--- config.mk ---
export PLATFORM = sky130hd
export DESIGN_NAME = comparator_16b
export DESIGN_NICKNAME = d
export VERILOG_FILES = /design/src/rtl/comparator_16b_pkg.sv /design/src/rtl/comparator_4b.sv /design/src/rtl/comparator_16b.sv
export SDC_FILE = /design/constraint.sdc
export NUM_CORES = 1
export LEC_CHECK = 0
export BUFFER_PORTS_ARGS = -buffer_cell sky130_fd_sc_hd__buf_2
export CAP_MARGIN = 5
export CORE_UTILIZATION = 40
export CTS_CLUSTER_DIAMETER = 30
export DETAILED_ROUTE_END_ITERATION = 16
export HOLD_SLACK_MARGIN = 0.03
export PLACE_DENSITY = 0.77
export SKIP_LAST_GASP = 1
export SYNTH_ARGS = -nofsm -noshare
export SYNTH_HDL_FRONTEND = slang
export SYNTH_SLANG_ARGS = --single-unit
export TNS_END_PERCENT = 10
--- constraint.sdc ---
create_clock -name clk -period 2.11 [get_ports clk]
set_input_delay 0.5275 -clock clk [delete_from_list [all_inputs] [get_ports clk]]
set_output_delay 0.5275 -clock clk [all_outputs]
set_load 0.05 [all_outputs]
--- src/rtl/comparator_16b_pkg.sv ---
// Shared constants for the registered unsigned magnitude comparator:
// default width, slice width and the one-hot {gt, eq, lt} result codes.
package comparator_16b_pkg;

  localparam int DEFAULT_WIDTH = 16;
  localparam int NIB           = 4;

  localparam logic [2:0] RES_GT   = 3'b100;
  localparam logic [2:0] RES_EQ   = 3'b010;
  localparam logic [2:0] RES_LT   = 3'b001;
  localparam logic [2:0] RES_NONE = 3'b000;

  // Only consulted for a slice known to differ, so gt alone picks the code.
  function automatic logic [2:0] slice_code(input logic gt);
    return gt ? RES_GT : RES_LT;
  endfunction

endpackage

--- src/rtl/comparator_4b.sv ---
// Purely combinational 4-bit unsigned compare; one leaf slice of the cascade.
module comparator_4b
  import comparator_16b_pkg::*;
(
  input  logic [NIB-1:0] a,
  input  logic [NIB-1:0] b,
  output logic           gt,
  output logic           eq,
  output logic           lt
);

  assign gt = (a > b);
  assign eq = (a == b);
  assign lt = (a < b);

endmodule

--- src/rtl/comparator_16b.sv ---
// Registered unsigned magnitude comparator: nibble slices resolved MSB-first,
// one-hot {gt, eq, lt} captured every cycle, all-zero while in reset.
module comparator_16b
  import comparator_16b_pkg::*;
#(
  parameter int WIDTH = DEFAULT_WIDTH
) (
  input  logic             clk,
  input  logic             rst,
  input  logic [WIDTH-1:0] data_a,
  input  logic [WIDTH-1:0] data_b,
  output logic             a_gt_b,
  output logic             a_eq_b,
  output logic             a_lt_b
);

  localparam int N_SLICES = WIDTH / NIB;

  logic [N_SLICES-1:0] slice_gt;
  logic [N_SLICES-1:0] slice_eq;
  logic [N_SLICES-1:0] slice_lt;

  logic [2:0] result_next;
  logic [2:0] result_reg;

  generate
    for (genvar gi = 0; gi < N_SLICES; gi++) begin : g_slice
      comparator_4b u_slice (
        .a  (data_a[gi*NIB +: NIB]),
        .b  (data_b[gi*NIB +: NIB]),
        .gt (slice_gt[gi]),
        .eq (slice_eq[gi]),
        .lt (slice_lt[gi])
      );
    end
  endgenerate

  // Walk LSB to MSB so each higher differing slice overrides the lower ones;
  // the most-significant unequal slice therefore decides the result.
  always_comb begin
    result_next = RES_EQ;
    for (int i = 0; i < N_SLICES; i++) begin
      if (!slice_eq[i]) begin
        result_next = slice_code(slice_gt[i]);
      end
    end
  end

  always_ff @(posedge clk) begin
    if (rst) begin
      result_reg <= RES_NONE;
    end else begin
      result_reg <= result_next;
    end
  end

  assign a_gt_b = result_reg[2];
  assign a_eq_b = result_reg[1];
  assign a_lt_b = result_reg[0];

  // slice_lt is implied by the gt/eq pair; kept for completeness of the slice interface.
  logic unused_lt;
  assign unused_lt = ^slice_lt;

endmodule

==> metrics.md <==
| Metric | Value |
|---|---|
| Tmin final | `1.61 ns` |
| Status | `complete, no violations` |
| Max reg flops | `3` |
| Hold slack final | `0.478 ns` |
| Fin. max-slew vios | `0` |
| I/O Buffers | `36` |
| Relative slew slack | `0.810` |
| Total CTS buffers | `3` |
| Warnings from Yosys | `0` |
| Drt drc | `0` |
| Routed len/inst | `9.80 µm` |
| All-layer global routing usage | `0.186` |
| Worst path max stage delay | `0.32 ns` |
| Post-CTS sizing | `0` |
| Crit start category | `input port` |
| Multi-input gate area | `434 µm²` |
| Commonest cells in the netlist | `ha_1, inv_1, a21oi_1, nand4_1, nor2b_1` |
| Synth Cell Area | `554 µm²` |
| # IOs | `37` |
| Final period utilization | `0.763` |
| Total grt overflow | `0` |
| Die height | `39.2 µm` |
| Worst Path Max Fanout | `4` |
| Yosys top cell area share | `0.361` |
| Predominant post-synthesis flop cell | `dfxtp_1` |
| Worst-margin pin slew | `0.281 ns` |
| Clock Tree Root | `clkbuf_4` |
| First-pass GRT wire length | `1.94 mm` |
| Synth async-reset ratio | `0` |
| Design area | `779 µm²` |
| Ratio of cells with drive above 1 in the final layout | `0.378` |
| Pwr Density | `393 nW/µm²` |
| Detailed Place HPWL | `1.11 mm` |
| Total negative slack | `0 ns` |
| Synthesized flop and latch total | `3` |
| Routed vias | `626` |
| Syn_area_per_cell | `7.81 µm²` |
| HP Class | `in -> reg` |
| TritonCTS clock tree | `built` |
| CP required | `2.28 ns` |
| Sinks on Clock Net | `3` |
| Die Area | `1540 µm²` |
| RSZ-0062 raised after global routing | `false` |
| Row count | `13` |
| Cell taking the most area after synthesis | `ha_1` |
| Drt total wl | `1.24 mm` |
| Unique masters post-synth | `21` |
| First DRT Iteration DRCs | `4` |
| Slowest cell on the critical path | `ha_1` |
| CTS H-tree lvls | `1` |
| EDFF count, synth | `0` |
| Peak supply drop | `0.158 mV` |
| Leak Pwr | `0.456 nW` |
| Routed Antenna Nets | `0` |
| Post-CTS setup buffers | `0` |
| Largest net degree at the start of global routing | `5` |
| Cell Area, Placed | `753 µm²` |
| Synth top area cells | `ha_1, dfxtp_1, inv_1` |
| Core area | `1300 µm²` |
| DIE WIDTH | `39.2 µm` |
| Diode count | `0` |
| Via density per instance | `4.97` |
| Nets | `162` |
| Register area | `60.1 µm²` |
| Initial Util | `0.426` |
| Setup Crit Path Kind | `in -> reg` |
| Post-synthesis cell count | `71` |
| Vias in the first global route | `528` |
| Critical path arrival | `1.78 ns` |
| Clock-pin slew on the worst setup and hold paths | `0.04 ns` |
| Placer Congestion | `0.703` |
| Fill count | `128` |
| Fmax | `621 MHz` |
| Setup violations, final | `0` |
| Sequential area share after synthesis | `0.108` |
| CTS Hold Buffers Added | `0` |
| Cell Chain, Critical Path | `buf_2 > inv_1 > ha_1 > and4_4 > and3_1 > nand3_1 > a31o_1 > a21oi_2` |
| Synthesized net count | `121` |
| Initial antenna violation count | `0` |
| Syn-to-layout area delta | `40.6%` |
| First-pass detailed-route iteration total | `4` |
| Clock buffer depth | `2` |
| Worst Setup End Kind | `register` |
| Endpoints failing hold | `0` |
| Max cap viols | `0` |
-- routing by layer --
layer | global-route usage | up-vias | part of all wire
li1 | - | 333 | -
met2 | 0.358 | 22 | 0.56
met3 | 0.0173 | 0 | 0.050
met5 | 0 | - | 0
met4 | 0.103 | 0 | 0
met1 | 0.191 | 271 | 0.39
-- critical path, delay by kind of cell --
kind	cells	cell delay [ns]
buf+inv	2	0.10
fa+ha+maj	1	0.32
simple gates	3	0.47
compound gates	2	0.36
-- kinds of logic after synthesis --
group | Yosys count | share of synthesized area
AND/OR/NAND/NOR | 23 | 0.248
flip-flops | 3 | 0.108
adder cells (fa/ha/maj) | 16 | 0.361
AO/OA/AOI/OAI | 13 | 0.174
buffers and inverters | 16 | 0.108
-- worst paths after layout --
path	start	to	slack [ns]	depth (start not counted)
setup / recovery	data_b[11]	result_reg[0]$_SDFF_PP0_	0.50	8
hold / removal	rst	result_reg[0]$_SDFF_PP0_	0.48	2
-- per-stage QoR --
step	utilization	worst slack [ns]	total power, mW	instances
detailed placement	0.579	0.267	0.207	122
global placement	0.579	0.294	0.201	122
CTS	0.599	0.503	0.312	126
finish	0.599	0.501	0.306	126
global route	0.599	0.444	0.335	126
floorplan	-	0.424	0.156	71
-- layout make-up --
class                   instances  share of cell area
multi-input cells              52               0.557
repair buffers                 36               0.231
flip-flops and latches          3              0.0770
inverters                      16              0.0770
clock buffers                   4              0.0337
well taps                      15              0.0241
-- cells in the final DEF, fill, tap and decap left out, drive strengths merged, types with 2 or more instances in the layout --
master / instances
buf: 36
inv: 16
ha: 16
a21oi: 6
nand4: 5
nor2b: 4
clkbuf: 4
nand2: 3
dfxtp: 3
and4: 3
o211ai: 3
nor2: 2
nand3: 2
o21ai: 2
-- power by group --
part	switching [mW]	leakage (nW)	total (mW)	internal, mW
clock	0.0296	0.0150	0.100	0.0709
sequential	0.000717	0.0247	0.0618	0.0611
combinational	0.0768	0.416	0.144	0.0671
total	0.107	0.456	0.306	0.199
Note: power is estimated with default switching activity, not from simulation.
